### config.mk
export PLATFORM = sky130hd
export DESIGN_NAME = circuit2_sched
export DESIGN_NICKNAME = d
export VERILOG_FILES = /design/src/rtl/circuit2_pkg.sv /design/src/rtl/alu_addsub.sv /design/src/rtl/circuit2_sched.sv
export SDC_FILE = /design/constraint.sdc
export NUM_CORES = 1
export LEC_CHECK = 0
export BUFFER_PORTS_ARGS = -buffer_cell sky130_fd_sc_hd__buf_2
export CAP_MARGIN = 25
export CORE_MARGIN = 3
export CORE_UTILIZATION = 59
export CTS_CLUSTER_SIZE = 16
export DETAILED_ROUTE_END_ITERATION = 16
export GPL_TIMING_DRIVEN = 0
export PLACE_DENSITY = 0.8
export SYNTH_ARGS = -nofsm -noshare
export SYNTH_HDL_FRONTEND = slang
export SYNTH_SLANG_ARGS = --single-unit
export TNS_END_PERCENT = 30
### constraint.sdc
create_clock -name Clk -period 6.05 [get_ports Clk]
set_input_delay 1.21 -clock Clk [delete_from_list [all_inputs] [get_ports Clk]]
set_output_delay 1.21 -clock Clk [all_outputs]
set_load 0.02 [all_outputs]
### src/rtl/circuit2_pkg.sv
// Shared types and constants for the scheduled circuit2 datapath.
package circuit2_pkg;

  localparam int unsigned C2_DATAWIDTH = 32;

  typedef enum logic [2:0] {
    S_IDLE = 3'd0,
    S_ADD1 = 3'd1,
    S_ADD2 = 3'd2,
    S_SUB  = 3'd3,
    S_SEL  = 3'd4,
    S_OUT  = 3'd5,
    S_FIN  = 3'd6
  } state_e;

  typedef enum logic {
    ALU_ADD = 1'b0,
    ALU_SUB = 1'b1
  } alu_op_e;

endpackage

### src/rtl/alu_addsub.sv
// Combinational shared adder/subtractor; wraps modulo 2^DATAWIDTH.
module alu_addsub
  import circuit2_pkg::*;
#(
  parameter int unsigned DATAWIDTH = C2_DATAWIDTH
) (
  input  logic [DATAWIDTH-1:0] op_a,
  input  logic [DATAWIDTH-1:0] op_b,
  input  alu_op_e              op_sel,
  output logic [DATAWIDTH-1:0] res
);

  always_comb begin
    res = '0;
    unique case (op_sel)
      ALU_ADD: res = op_a + op_b;
      ALU_SUB: res = op_a - op_b;
      default: res = '0;
    endcase
  end

endmodule

### src/rtl/circuit2_sched.sv
// Multi-cycle circuit2 with one shared add/sub unit and start/busy/done handshake.
// Optional `HLS_SIGNED_EN: signed d<e comparison and arithmetic h>>eq.
module circuit2_sched
  import circuit2_pkg::*;
#(
  parameter int unsigned DATAWIDTH = C2_DATAWIDTH
) (
  input  logic                 Clk,
  input  logic                 Rst_n,
  input  logic                 Start,
  input  logic [DATAWIDTH-1:0] a,
  input  logic [DATAWIDTH-1:0] b,
  input  logic [DATAWIDTH-1:0] c,
  output logic                 Busy,
  output logic                 Done,
  output logic [DATAWIDTH-1:0] g,
  output logic [DATAWIDTH-1:0] h,
  output logic [DATAWIDTH-1:0] x,
  output logic [DATAWIDTH-1:0] z,
  output logic                 dLTe,
  output logic                 dEQe
);

  state_e state_q, state_d;

  logic [DATAWIDTH-1:0] a_q, a_d, b_q, b_d, c_q, c_d;
  logic [DATAWIDTH-1:0] d_q, d_d, e_q, e_d, f_q, f_d;
  logic [DATAWIDTH-1:0] gw_q, gw_d, hw_q, hw_d, xw_q, xw_d;
  logic                 lt_q, lt_d, eq_q, eq_d;

  logic [DATAWIDTH-1:0] g_q, g_d, h_q, h_d, x_q, x_d, z_q, z_d;
  logic                 dlte_q, dlte_d, deqe_q, deqe_d, done_q, done_d;

  logic [DATAWIDTH-1:0] alu_b, alu_res, z_calc;
  logic                 lt_calc;
  alu_op_e              alu_op;

  // Operand mux kept apart from the FSM process to avoid a comb loop through the ALU.
  always_comb begin
    alu_b  = b_q;
    alu_op = ALU_ADD;
    case (state_q)
      S_ADD2:  alu_b  = c_q;
      S_SUB:   alu_op = ALU_SUB;
      default: ;
    endcase
  end

  alu_addsub #(.DATAWIDTH(DATAWIDTH)) u_alu (
    .op_a   (a_q),
    .op_b   (alu_b),
    .op_sel (alu_op),
    .res    (alu_res)
  );

`ifdef HLS_SIGNED_EN
  assign lt_calc = $signed(d_q) < $signed(e_q);
  assign z_calc  = $unsigned($signed(hw_q) >>> eq_q);
`else
  assign lt_calc = d_q < e_q;
  assign z_calc  = hw_q >> eq_q;
`endif

  always_comb begin
    state_d = state_q;
    a_d = a_q;  b_d = b_q;  c_d = c_q;
    d_d = d_q;  e_d = e_q;  f_d = f_q;
    gw_d = gw_q;  hw_d = hw_q;  xw_d = xw_q;
    lt_d = lt_q;  eq_d = eq_q;
    g_d = g_q;  h_d = h_q;  x_d = x_q;  z_d = z_q;
    dlte_d = dlte_q;  deqe_d = deqe_q;
    done_d = 1'b0;
    case (state_q)
      S_IDLE: begin
        if (Start) begin
          a_d = a;  b_d = b;  c_d = c;
          state_d = S_ADD1;
        end
      end
      S_ADD1: begin
        d_d = alu_res;
        state_d = S_ADD2;
      end
      S_ADD2: begin
        e_d = alu_res;
        state_d = S_SUB;
      end
      S_SUB: begin
        f_d  = alu_res;
        lt_d = lt_calc;
        eq_d = (d_q == e_q);
        state_d = S_SEL;
      end
      S_SEL: begin
        gw_d = lt_q ? d_q : e_q;
        state_d = S_OUT;
      end
      S_OUT: begin
        hw_d = eq_q ? gw_q : f_q;
        xw_d = gw_q << lt_q;
        state_d = S_FIN;
      end
      S_FIN: begin
        g_d = gw_q;  h_d = hw_q;  x_d = xw_q;  z_d = z_calc;
        dlte_d = lt_q;  deqe_d = eq_q;
        done_d = 1'b1;
        state_d = S_IDLE;
      end
      default: state_d = S_IDLE;
    endcase
  end

  always_ff @(posedge Clk or negedge Rst_n) begin
    if (!Rst_n) begin
      state_q <= S_IDLE;
      a_q <= '0;  b_q <= '0;  c_q <= '0;
      d_q <= '0;  e_q <= '0;  f_q <= '0;
      gw_q <= '0;  hw_q <= '0;  xw_q <= '0;
      lt_q <= 1'b0;  eq_q <= 1'b0;
      g_q <= '0;  h_q <= '0;  x_q <= '0;  z_q <= '0;
      dlte_q <= 1'b0;  deqe_q <= 1'b0;  done_q <= 1'b0;
    end else begin
      state_q <= state_d;
      a_q <= a_d;  b_q <= b_d;  c_q <= c_d;
      d_q <= d_d;  e_q <= e_d;  f_q <= f_d;
      gw_q <= gw_d;  hw_q <= hw_d;  xw_q <= xw_d;
      lt_q <= lt_d;  eq_q <= eq_d;
      g_q <= g_d;  h_q <= h_d;  x_q <= x_d;  z_q <= z_d;
      dlte_q <= dlte_d;  deqe_q <= deqe_d;  done_q <= done_d;
    end
  end

  assign Busy = (state_q != S_IDLE);
  assign Done = done_q;
  assign g    = g_q;
  assign h    = h_q;
  assign x    = x_q;
  assign z    = z_q;
  assign dLTe = dlte_q;
  assign dEQe = deqe_q;

endmodule

==> flow_metrics.tcl, run 1 <==
set metrics [dict create \
    std_cell_rows 67 \
    ant_nets 0 \
    synth_warnings 0 \
    syn2layout_area_growth_pct 16.0 \
    final_area_sq_um 23600 \
    layout.nets 2498 \
    drive_above_1_share_pct 17.8 \
    cp-end-kind "register" \
    gp_congestion 0.955 \
    reg2regPathDepth 21 \
    hold-path-endpoint "x[4]$_DFFE_PN0P_" \
    hold_path_class "register to register" \
    setup_viol 0 \
    grt_pass1_vias 16262 \
    path_delay_family "buffers and inverters" \
    syn_area_sq_um 20400 \
    core-area_sq_um 33800 \
    reg2reg_slack_ns 0.28 \
    die_y_um 192 \
    clock-skew-final_ns 0.0172 \
    routedWlPerCell_um 19.0 \
    ys.flop_type "dfrtp_1" \
    grt_max_degree 126 \
    min_from "xw_q[4]$_DFFE_PN0P_" \
    fin_cells 2815 \
    io_buffers 230 \
    synthArstFlopShare_pct 100 \
    synth_area_per_cell_sq_um 9.90 \
    gr-total-overflow 0 \
    syn_nets 2219 \
    clkTransAtPathRegs_ns 0.06 \
    final-max-slew-violation-count 0 \
    grt_setup_unrepaired "no" \
    arrival_ns 6.18 \
    dp_hpwl_mm 40.8 \
    period_share_pct 95.3 \
    nFillCells 2514 \
    status "complete, no violations" \
    maxCapViolCount 0 \
    setup.worst_path.class "register to register" \
    clock_path_buffers 3 \
    viasPerCell 5.76 \
    grt_antenna_before_repair 7 \
    drt_iter0_markers 1064 \
    layout_min_cycle_time_ns 5.77 \
    ioPinCount 231 \
    hold_viol 0 \
    required_ns 6.46 \
    cpPeakStageDelay_ns 0.47 \
    pre_cts_ws_ns 0.285 \
    tightest_slew_ns 0.897 \
    cp_common_cell "buf_2" \
    cts_hold_buf 0 \
    yosys.area.top_type "dfrtp_1" \
    cts_tree "done" \
    synth_edf_count 0 \
    cts_sinks 424 \
    cp_max_fo 10 \
    clock_latency_ns 0.55 \
    htreeDepth 2 \
    track_usage_pct 29.7 \
    synth-seq-area-share_pct 52.1 \
    rr_startpoint "state_q[2]$_DFFE_PN0P_" \
    final-seq-area_sq_um 10600 \
    grt_pass1_wl_mm 86.7 \
    cp_num_cells 21 \
    min_delay_path_depth 2 \
    cts-resized-gates 0 \
    clockRootBuffer "clkbuf_16" \
    numCtsBuffers 43 \
    synth_cell_types 64 \
    drt-pass1-iter-count 5 \
    relSlewSlack_pct 39.7 \
    drc 0 \
    setup_ws_ns 0.284 \
    final_cell_mix "nand2_1 (530), dfrtp_1 (424), buf_2 (237)" \
    fp.dieW_um 192 \
    multi_input_area_sq_um 9110 \
    post-place-cells 2738 \
    syn_inst 2056 \
    cp_num_buf_inv 8 \
    rr_endpoint "f_q[28]$_DFFE_PN0P_" \
    num_vias 16216 \
    crit_chain "buf_2, nor3b_4, buf_2, buf_4, buf_4, buf_2, buf_4, buf_2, nand2_1, nand2_1, ha_1, inv_1, fa_1, a211o_1, o211ai_2, a211oi_1, a211o_1, a21oi_1, o21a_1, nor4_1, or3_1" \
    slowest_stage "nor3b_4" \
    ys_seq_elements 424 \
    post_cts_buffers 0 \
    wirelength_mm 53.6 \
    synthTopCellsByArea "dfrtp_1 (52%), nand2_1 (9.8%), mux2i_1 (7.6%)" \
    initial_core_util_pct 60.2 \
    setup_tns_ns 0 \
    start_kind "register" \
    die_area_sq_um 36800 \
    place_area_sq_um 22200 \
    fmax_mhz 173 \
    synth.top_cell.area_share_pct 52.1 \
    mostFrequentLayoutCell "nand2_1" \
]
routing by layer:
metal | up-vias | part of all wire, % | wire (um) | global-route usage, %
met5 | - | 0.10 | 56 | 0
met4 | 10 | 4.2 | 2240 | 12.1
met3 | 127 | 6.5 | 3470 | 4.82
met2 | 610 | 47 | 25200 | 48.8
met1 | 7869 | 42 | 22700 | 39.5
li1 | 7600 | - | - | -
per-stage QoR:
| step | utilization (%) | hold WS, ns |
|---|---|---|
| after CTS | 69.9 | 0.467 |
| after detailed placement | 65.6 | 0.454 |
| after global placement | 65.3 | 0.448 |
| final | 69.9 | 0.468 |
| after floorplan | - | 0.439 |
| after global routing | 69.9 | 0.480 |
worst reg2reg max path: cells and delay by family (launching register included):
family / cells / cell delay [ns]
buffers and inverters: 8 / 1.95
AO/OA/AOI/OAI: 6 / 1.68
AND/OR/NAND/NOR: 5 / 1.12
adder cells (fa/ha/maj): 2 / 0.57
flip-flops: 1 / 0.36
cells in the mapped netlist (all sizes together), types with 7 or more instances:
master	instances
nand2	530
mux2	95
or4	9
nor3	26
o31ai	9
a21oi	85
mux2i	154
ha	63
xnor2	23
nor4	12
dfrtp	424
and3	7
o21a	7
xor2	35
inv	45
buf	24
o21ai	216
clkbuf	91
nand3	8
or3	9
nand2b	12
nor2	68
nand4	15
a21o	28
final cells by class:
class	count	share of cell area, %
clock inverter	13	0.927
inverter	45	0.715
tap	448	2.37
buffer	115	1.97
antenna	2	0.0212
clock buffer	62	5.16
timing repair buffer	234	5.30
sequential	424	44.9
multi-input combinational	1472	38.6
state kept, by name (all words and copies together) (netlist names), 3 cells and up:
signal	cells
state_q	3
z	32
gw_q	32
b_q	32
x	32
h	32
g	32
c_q	32
a_q	32
f_q	32
d_q	32
hw_q	32
xw_q	32
e_q	32
worst max-delay path by stage:
| stage | start | end |
|---|---|---|
| 3_3_place_gp | Rst_n | a_q[16]$_DFFE_PN0P_ |
| 4_1_cts | state_q[2]$_DFFE_PN0P_ | f_q[28]$_DFFE_PN0P_ |
| 2_1_floorplan | state_q[0]$_DFFE_PN0P_ | f_q[28]$_DFFE_PN0P_ |
| 6_report | state_q[2]$_DFFE_PN0P_ | f_q[28]$_DFFE_PN0P_ |
| 3_5_place_dp | state_q[2]$_DFFE_PN0P_ | f_q[28]$_DFFE_PN0P_ |
| 5_1_grt | state_q[2]$_DFFE_PN0P_ | f_q[28]$_DFFE_PN0P_ |
kinds of logic after synthesis:
| family | count (synthesis) | synth area share, % |
|---|---|---|
| compound gates | 389 | 10.9 |
| mux | 249 | 12.8 |
| flops | 424 | 52.1 |
| simple gates | 712 | 14.5 |
| buf+inv | 160 | 3.11 |
| fa+ha+maj | 64 | 3.97 |
| xor+xnor | 58 | 2.53 |
Power of run 1 is left out: the tool's default activity adds up to more than one toggle a clock period on the data nets, which glitch-free logic cannot reach.
==> run 2, diff against run 1 <==
--- a/config.mk
+++ b/config.mk
@@ -5,8 +5,8 @@
 export SDC_FILE = /design/constraint.sdc
 export NUM_CORES = 1
 export LEC_CHECK = 0
+export ABC_AREA = 1
 export BUFFER_PORTS_ARGS = -buffer_cell sky130_fd_sc_hd__buf_2
-export CAP_MARGIN = 25
 export CORE_MARGIN = 3
 export CORE_UTILIZATION = 59
 export CTS_CLUSTER_SIZE = 16
==> flow_metrics.tcl, run 2 <==
set metrics [dict create \
    post_cts_buffers 0 \
    synth_top_family_by_area "simple AND/OR/NAND/NOR gates" \
    cts_sinks 424 \
    required_ns 6.54 \
    cp_max_fo 10 \
    synth_compound_area_share_pct 15.7 \
    nFillCells 2689 \
    reg2reg_slack_ns 1.11 \
    clkTransAtPathRegs_ns 0.06 \
    syn2layout_area_growth_pct 15.5 \
    final-max-slew-violation-count 0 \
    period_share_pct 81.6 \
    synth-seq-area-share_pct 50.7 \
    die_area_sq_um 37800 \
    htreeDepth 2 \
    synth_edf_count 0 \
    ys.flop_type "dfrtp_1" \
    setup_ws_ns 1.11 \
    status "complete, no violations" \
    setup_tns_ns 0 \
    synth_mux_area_share_pct 2.20 \
    relSlewSlack_pct 26.6 \
    die_y_um 194 \
    grt_pass1_wl_mm 96.7 \
    fp.dieW_um 194 \
    min_delay_path_depth 2 \
    ioPinCount 231 \
    antenna_cells 0 \
    clock_path_buffers 3 \
    num_vias 18741 \
    drc 0 \
    place_area_sq_um 22800 \
    pre_cts_ws_ns 1.18 \
    layout_min_cycle_time_ns 4.94 \
    yosysMostFrequentCell "nand2_1" \
    drive_above_1_share_pct 14.9 \
    core-area_sq_um 34800 \
    synth_area_per_cell_sq_um 8.41 \
    arrival_ns 5.43 \
    yosys.area.top_type "dfrtp_1" \
    synthTopCellsByCount "nand2_1 (638), dfrtp_1 (424), o21ai_0 (286)" \
    hold_path_class "register to register" \
    synth-simple-area-share_pct 18.6 \
    ys_seq_elements 424 \
    grt_setup_unrepaired "no" \
    track_usage_pct 31.8 \
    hold-path-endpoint "h[23]$_DFFE_PN0P_" \
    fmax_mhz 203 \
    min_from "h[23]$_DFFE_PN0P_" \
    final-seq-area_sq_um 10600 \
    mostFrequentLayoutCell "nand2_1" \
    initial_core_util_pct 60.2 \
    reg2regPathDepth 16 \
    synth_warnings 0 \
    syn_nets 2653 \
    maxCapViolCount 0 \
    clockRootBuffer "clkbuf_16" \
    start_kind "register" \
    syn_area_sq_um 20900 \
    synth_cell_types 45 \
    synth-xor-area-share_pct 1.76 \
    dp_hpwl_mm 47.1 \
    ant_nets 0 \
    viasPerCell 5.75 \
    clock_latency_ns 0.56 \
    numCtsBuffers 43 \
    drt-pass1-iter-count 6 \
    tightest_slew_ns 1.10 \
    grt_max_degree 100 \
    synthAdderAreaFrac_pct 3.86 \
    cts_tree "done" \
    rr_endpoint "f_q[23]$_DFFE_PN0P_" \
    synth.top_cell.area_share_pct 50.7 \
    final_cell_mix "nand2_1 (638), dfrtp_1 (424), o21ai_0 (286)" \
    hold_viol 0 \
    grt_antenna_before_repair 0 \
    gr-total-overflow 0 \
    io_buffers 230 \
    routedWlPerCell_um 18.8 \
    rr_startpoint "state_q[1]$_DFFE_PN0P_" \
    synthTopCellsByArea "dfrtp_1 (51%), nand2_1 (11%), o21ai_0 (6.8%)" \
    multi_input_area_sq_um 8810 \
    setup_viol 0 \
    holdWs_ns 0.479 \
    syn_inst 2490 \
    drt_iter0_markers 1391 \
    cts_hold_buf 0 \
    setup.worst_path.class "register to register" \
    synthArstFlopShare_pct 100 \
    final_area_sq_um 24200 \
    cp-end-kind "register" \
    clock-skew-final_ns 0.00996 \
    layout.nets 2932 \
    std_cell_rows 68 \
    grt_pass1_vias 18584 \
    wirelength_mm 61.2 \
    gp_congestion 0.935 \
    cts-resized-gates 0 \
]
run 2: cell count changes in the layout (fill, tap and decap cells not counted), sizes merged, moves of 81 or more:
cell / previous run / this run
a21oi: 85 / 184
inv: 46 / 247
mux2i: 154 / 0
nand2: 530 / 653
nand3: 8 / 89
nor2: 68 / 169
o211ai: 5 / 97
o21ai: 216 / 297
run 2: cells by family (layout without fill, tap and decap cells):
kind of cell | Yosys count | count (layout)
mux | 41 | 41
buf+inv | 374 | 687
compound gates | 597 | 597
fa+ha+maj | 64 | 64
xor+xnor | 42 | 42
simple gates | 948 | 948
flops | 424 | 424
run 2: worst max path at each step:
stage | start | to | slack [ns] | cells past startpoint
3_3_place_gp | Rst_n | a_q[31]$_DFFE_PN0P_ | -4.25 | 1
3_5_place_dp | state_q[1]$_DFFE_PN0P_ | f_q[23]$_DFFE_PN0P_ | 1.18 | 16
6_report | state_q[1]$_DFFE_PN0P_ | f_q[23]$_DFFE_PN0P_ | 1.11 | 16
2_1_floorplan | state_q[2]$_DFFE_PN0P_ | d_q[23]$_DFFE_PN0P_ | 2.95 | 21
4_1_cts | state_q[1]$_DFFE_PN0P_ | f_q[23]$_DFFE_PN0P_ | 1.16 | 16
5_1_grt | state_q[1]$_DFFE_PN0P_ | f_q[23]$_DFFE_PN0P_ | 0.82 | 16
run 2: per-layer routing:
layer / up-vias / global-route usage [%] / share of wire, %
met1: 8969 / 40.1 / 40
met5: - / 0 / 0
met3: 161 / 4.39 / 6.8
li1: 8751 / - / -
met2: 860 / 55.4 / 49
met4: 0 / 13.4 / 4.3
run 2: final cells by class:
type,instances,area share (%)
Clock inverter,19,0.580
Clock buffer,60,5.22
Buffer,126,2.37
Tap cell,455,2.35
Multi-Input combinational cell,1692,36.5
Inverter,248,3.89
Timing Repair Buffer,234,5.26
Sequential cell,424,43.9
run 2: critical path, stage by stage (launching register included):
cell	delay, ns
dfrtp_1	0.34
buf_6	0.16
nand2_1	0.06
nor2_1	0.72
clkinv_1	0.48
clkbuf_1	0.47
o21ai_0	0.22
xor2_1	0.10
ha_1	0.37
a21oi_1	0.13
o21ai_0	0.31
a21oi_1	0.14
o21ai_0	0.64
a21oi_1	0.18
xnor2_1	0.35
nand2_1	0.10
nand2_1	0.09
run 2: per-stage QoR:
stage               utilization, %  instances
floorplan                        -       2490
global placement              65.1       3175
detailed placement            65.5       3179
CTS                           69.5       3258
global route                  69.5       3258
finish                        69.5       3258
Power of run 2 is left out for the same reason.
==> run 3, diff against run 2 <==
--- a/config.mk
+++ b/config.mk
@@ -5,7 +5,7 @@
 export SDC_FILE = /design/constraint.sdc
 export NUM_CORES = 1
 export LEC_CHECK = 0
-export ABC_AREA = 1
+export ABC_AREA = 0
 export BUFFER_PORTS_ARGS = -buffer_cell sky130_fd_sc_hd__buf_2
 export CORE_MARGIN = 3
 export CORE_UTILIZATION = 59
==> constraint.sdc (replaced) <==
create_clock -name Clk -period 4.6 [get_ports Clk]
set_input_delay 0.92 -clock Clk [delete_from_list [all_inputs] [get_ports Clk]]
set_output_delay 0.92 -clock Clk [all_outputs]
set_load 0.02 [all_outputs]
==> flow_metrics.tcl, run 3 (synthesis gave the netlist of run 1 again) <==
set metrics [dict create \
    status "complete, but fails checks" \
    failed_checks "negative setup slack" \
    path_delay_family "compound AO/OA/AOI/OAI gates" \
    cts_tree "done" \
    hold_path_class "input port to asynchronous set/reset pin" \
    setup.worst_path.class "register to register" \
    clkTransAtPathRegs_ns 0.06 \
    fin_cells 2837 \
    die_y_um 192 \
    setup_viol 6 \
    clockRootBuffer "clkbuf_16" \
    cpPeakStageDelay_ns 0.38 \
    final-max-slew-violation-count 0 \
    clock-skew-final_ns 0.0159 \
    cp_num_buf_inv 6 \
    fp.dieW_um 192 \
    std_cell_rows 67 \
    final_cell_mix "nand2_1 (528), dfrtp_1 (422), buf_2 (234)" \
    cts_hold_buf 0 \
    required_ns 5.04 \
    grt_pass1_vias 16219 \
    maxCapViolCount 0 \
    final-seq-area_sq_um 10600 \
    layout.nets 2516 \
    gp_congestion 0.955 \
    viasPerCell 5.78 \
    slowest_stage "dfrtp_1" \
    grt_max_degree 126 \
    cp-end-kind "register" \
    clock_path_buffers 3 \
    relSlewSlack_pct 7.61 \
    mostFrequentLayoutCell "nand2_1" \
    hold_viol 0 \
    tightest_slew_ns 1.38 \
    grt_setup_unrepaired "yes" \
    num_vias 16390 \
    arrival_ns 5.09 \
    numCtsBuffers 44 \
    pre_cts_ws_ns -1.13 \
    grt_pass1_wl_mm 86.9 \
    clock_latency_ns 0.57 \
    gr-total-overflow 0 \
    ioPinCount 231 \
    cp_max_fo 9 \
    drt_iter0_markers 1124 \
    htreeDepth 2 \
    track_usage_pct 29.9 \
    io_buffers 230 \
    multi_input_area_sq_um 9440 \
    start_kind "register" \
    fmax_mhz 215 \
    cts_sinks 424 \
    wirelength_mm 54.7 \
    ant_nets 0 \
    post-place-cells 2737 \
    drive_above_1_share_pct 20.9 \
    crit_chain "buf_6, nor3b_4, buf_6, buf_12, mux2i_4, nand2_2, or3_4, a21oi_4, buf_4, xnor2_1, ha_1, clkbuf_4, nand2_2, a2111oi_4, buf_4, o211a_4, nor4_4, o21a_1, a311oi_2, xnor2_1, o21ai_1" \
    routedWlPerCell_um 19.3 \
    dp_hpwl_mm 40.7 \
    setup_ws_ns -0.0583 \
    grt_antenna_before_repair 5 \
    die_area_sq_um 36800 \
    syn2layout_area_growth_pct 18.9 \
    layout_min_cycle_time_ns 4.66 \
    initial_core_util_pct 60.2 \
    period_share_pct 101 \
    core-area_sq_um 33800 \
    drc 0 \
    nFillCells 2442 \
    drt-pass1-iter-count 5 \
]
[run 3: cell types whose count changed in the layout (fill, tap and decap cells not counted), sizes merged, moves of 12 or more]
| cell | previous run | this run |
|---|---|---|
| nand2 | 653 | 530 |
| o211ai | 97 | 5 |
| nand3 | 89 | 8 |
| a21oi | 184 | 85 |
| inv | 247 | 47 |
| nand2b | 0 | 12 |
| mux2 | 41 | 95 |
| o21ai | 297 | 216 |
| mux2i | 0 | 154 |
| nor3 | 11 | 26 |
| nor2 | 169 | 68 |
| a21o | 1 | 28 |
| buf | 264 | 276 |
[run 3: layout make-up]
class,count,area share (%)
antenna,3,0.0310
buffer,114,2.17
clock buffer,65,5.29
clock inverter,14,0.863
inverter,45,0.698
multi-input combinational,1472,39.0
sequential,424,43.8
tap,448,2.32
timing repair buffer,252,5.79
[run 3: metal layers]
layer | global-route usage [%] | part of all wire (%) | vias up
met1 | 39.7 | 41 | 7947
met2 | 49.1 | 47 | 679
met5 | 0 | 0.097 | -
met4 | 12.1 | 3.8 | 8
li1 | - | - | 7624
met3 | 5.33 | 7.3 | 132
[run 3: worst paths after layout]
kind,slack (ns),from,depth (start not counted),end
worst min register to register,0.46,xw_q[5]$_DFFE_PN0P_,2,x[5]$_DFFE_PN0P_
worst min-delay path,0.34,Rst_n,1,h[7]$_DFFE_PN0P_
worst max-delay path,-0.06,state_q[0]$_DFFE_PN0P_,21,d_q[31]$_DFFE_PN0P_
worst max register to register,-0.06,state_q[0]$_DFFE_PN0P_,21,d_q[31]$_DFFE_PN0P_
min in group Clk,0.46,xw_q[5]$_DFFE_PN0P_,2,x[5]$_DFFE_PN0P_
max in group asynchronous,3.22,Rst_n,2,g[12]$_DFFE_PN0P_
[run 3: repair_timing]
item                                    CTS  global route
endpoints found under the setup margin   73            43
buffers inserted                         11             8
pin swaps                                14            18
resized for setup                        53            53
[run 3: stage by stage]
stage	TNS [ns]	hold WS [ns]	area [sq um]	util, %
finish	-0.210	0.339	24200	71.7
detailed placement	-50.41	0.450	22200	65.6
floorplan	0	0.439	20400	-
global route	-0.953	0.403	24200	71.6
CTS	0	0.385	24000	70.9
global placement	-2307.36	0.448	22100	65.3
Power of run 3 is left out for the same reason.
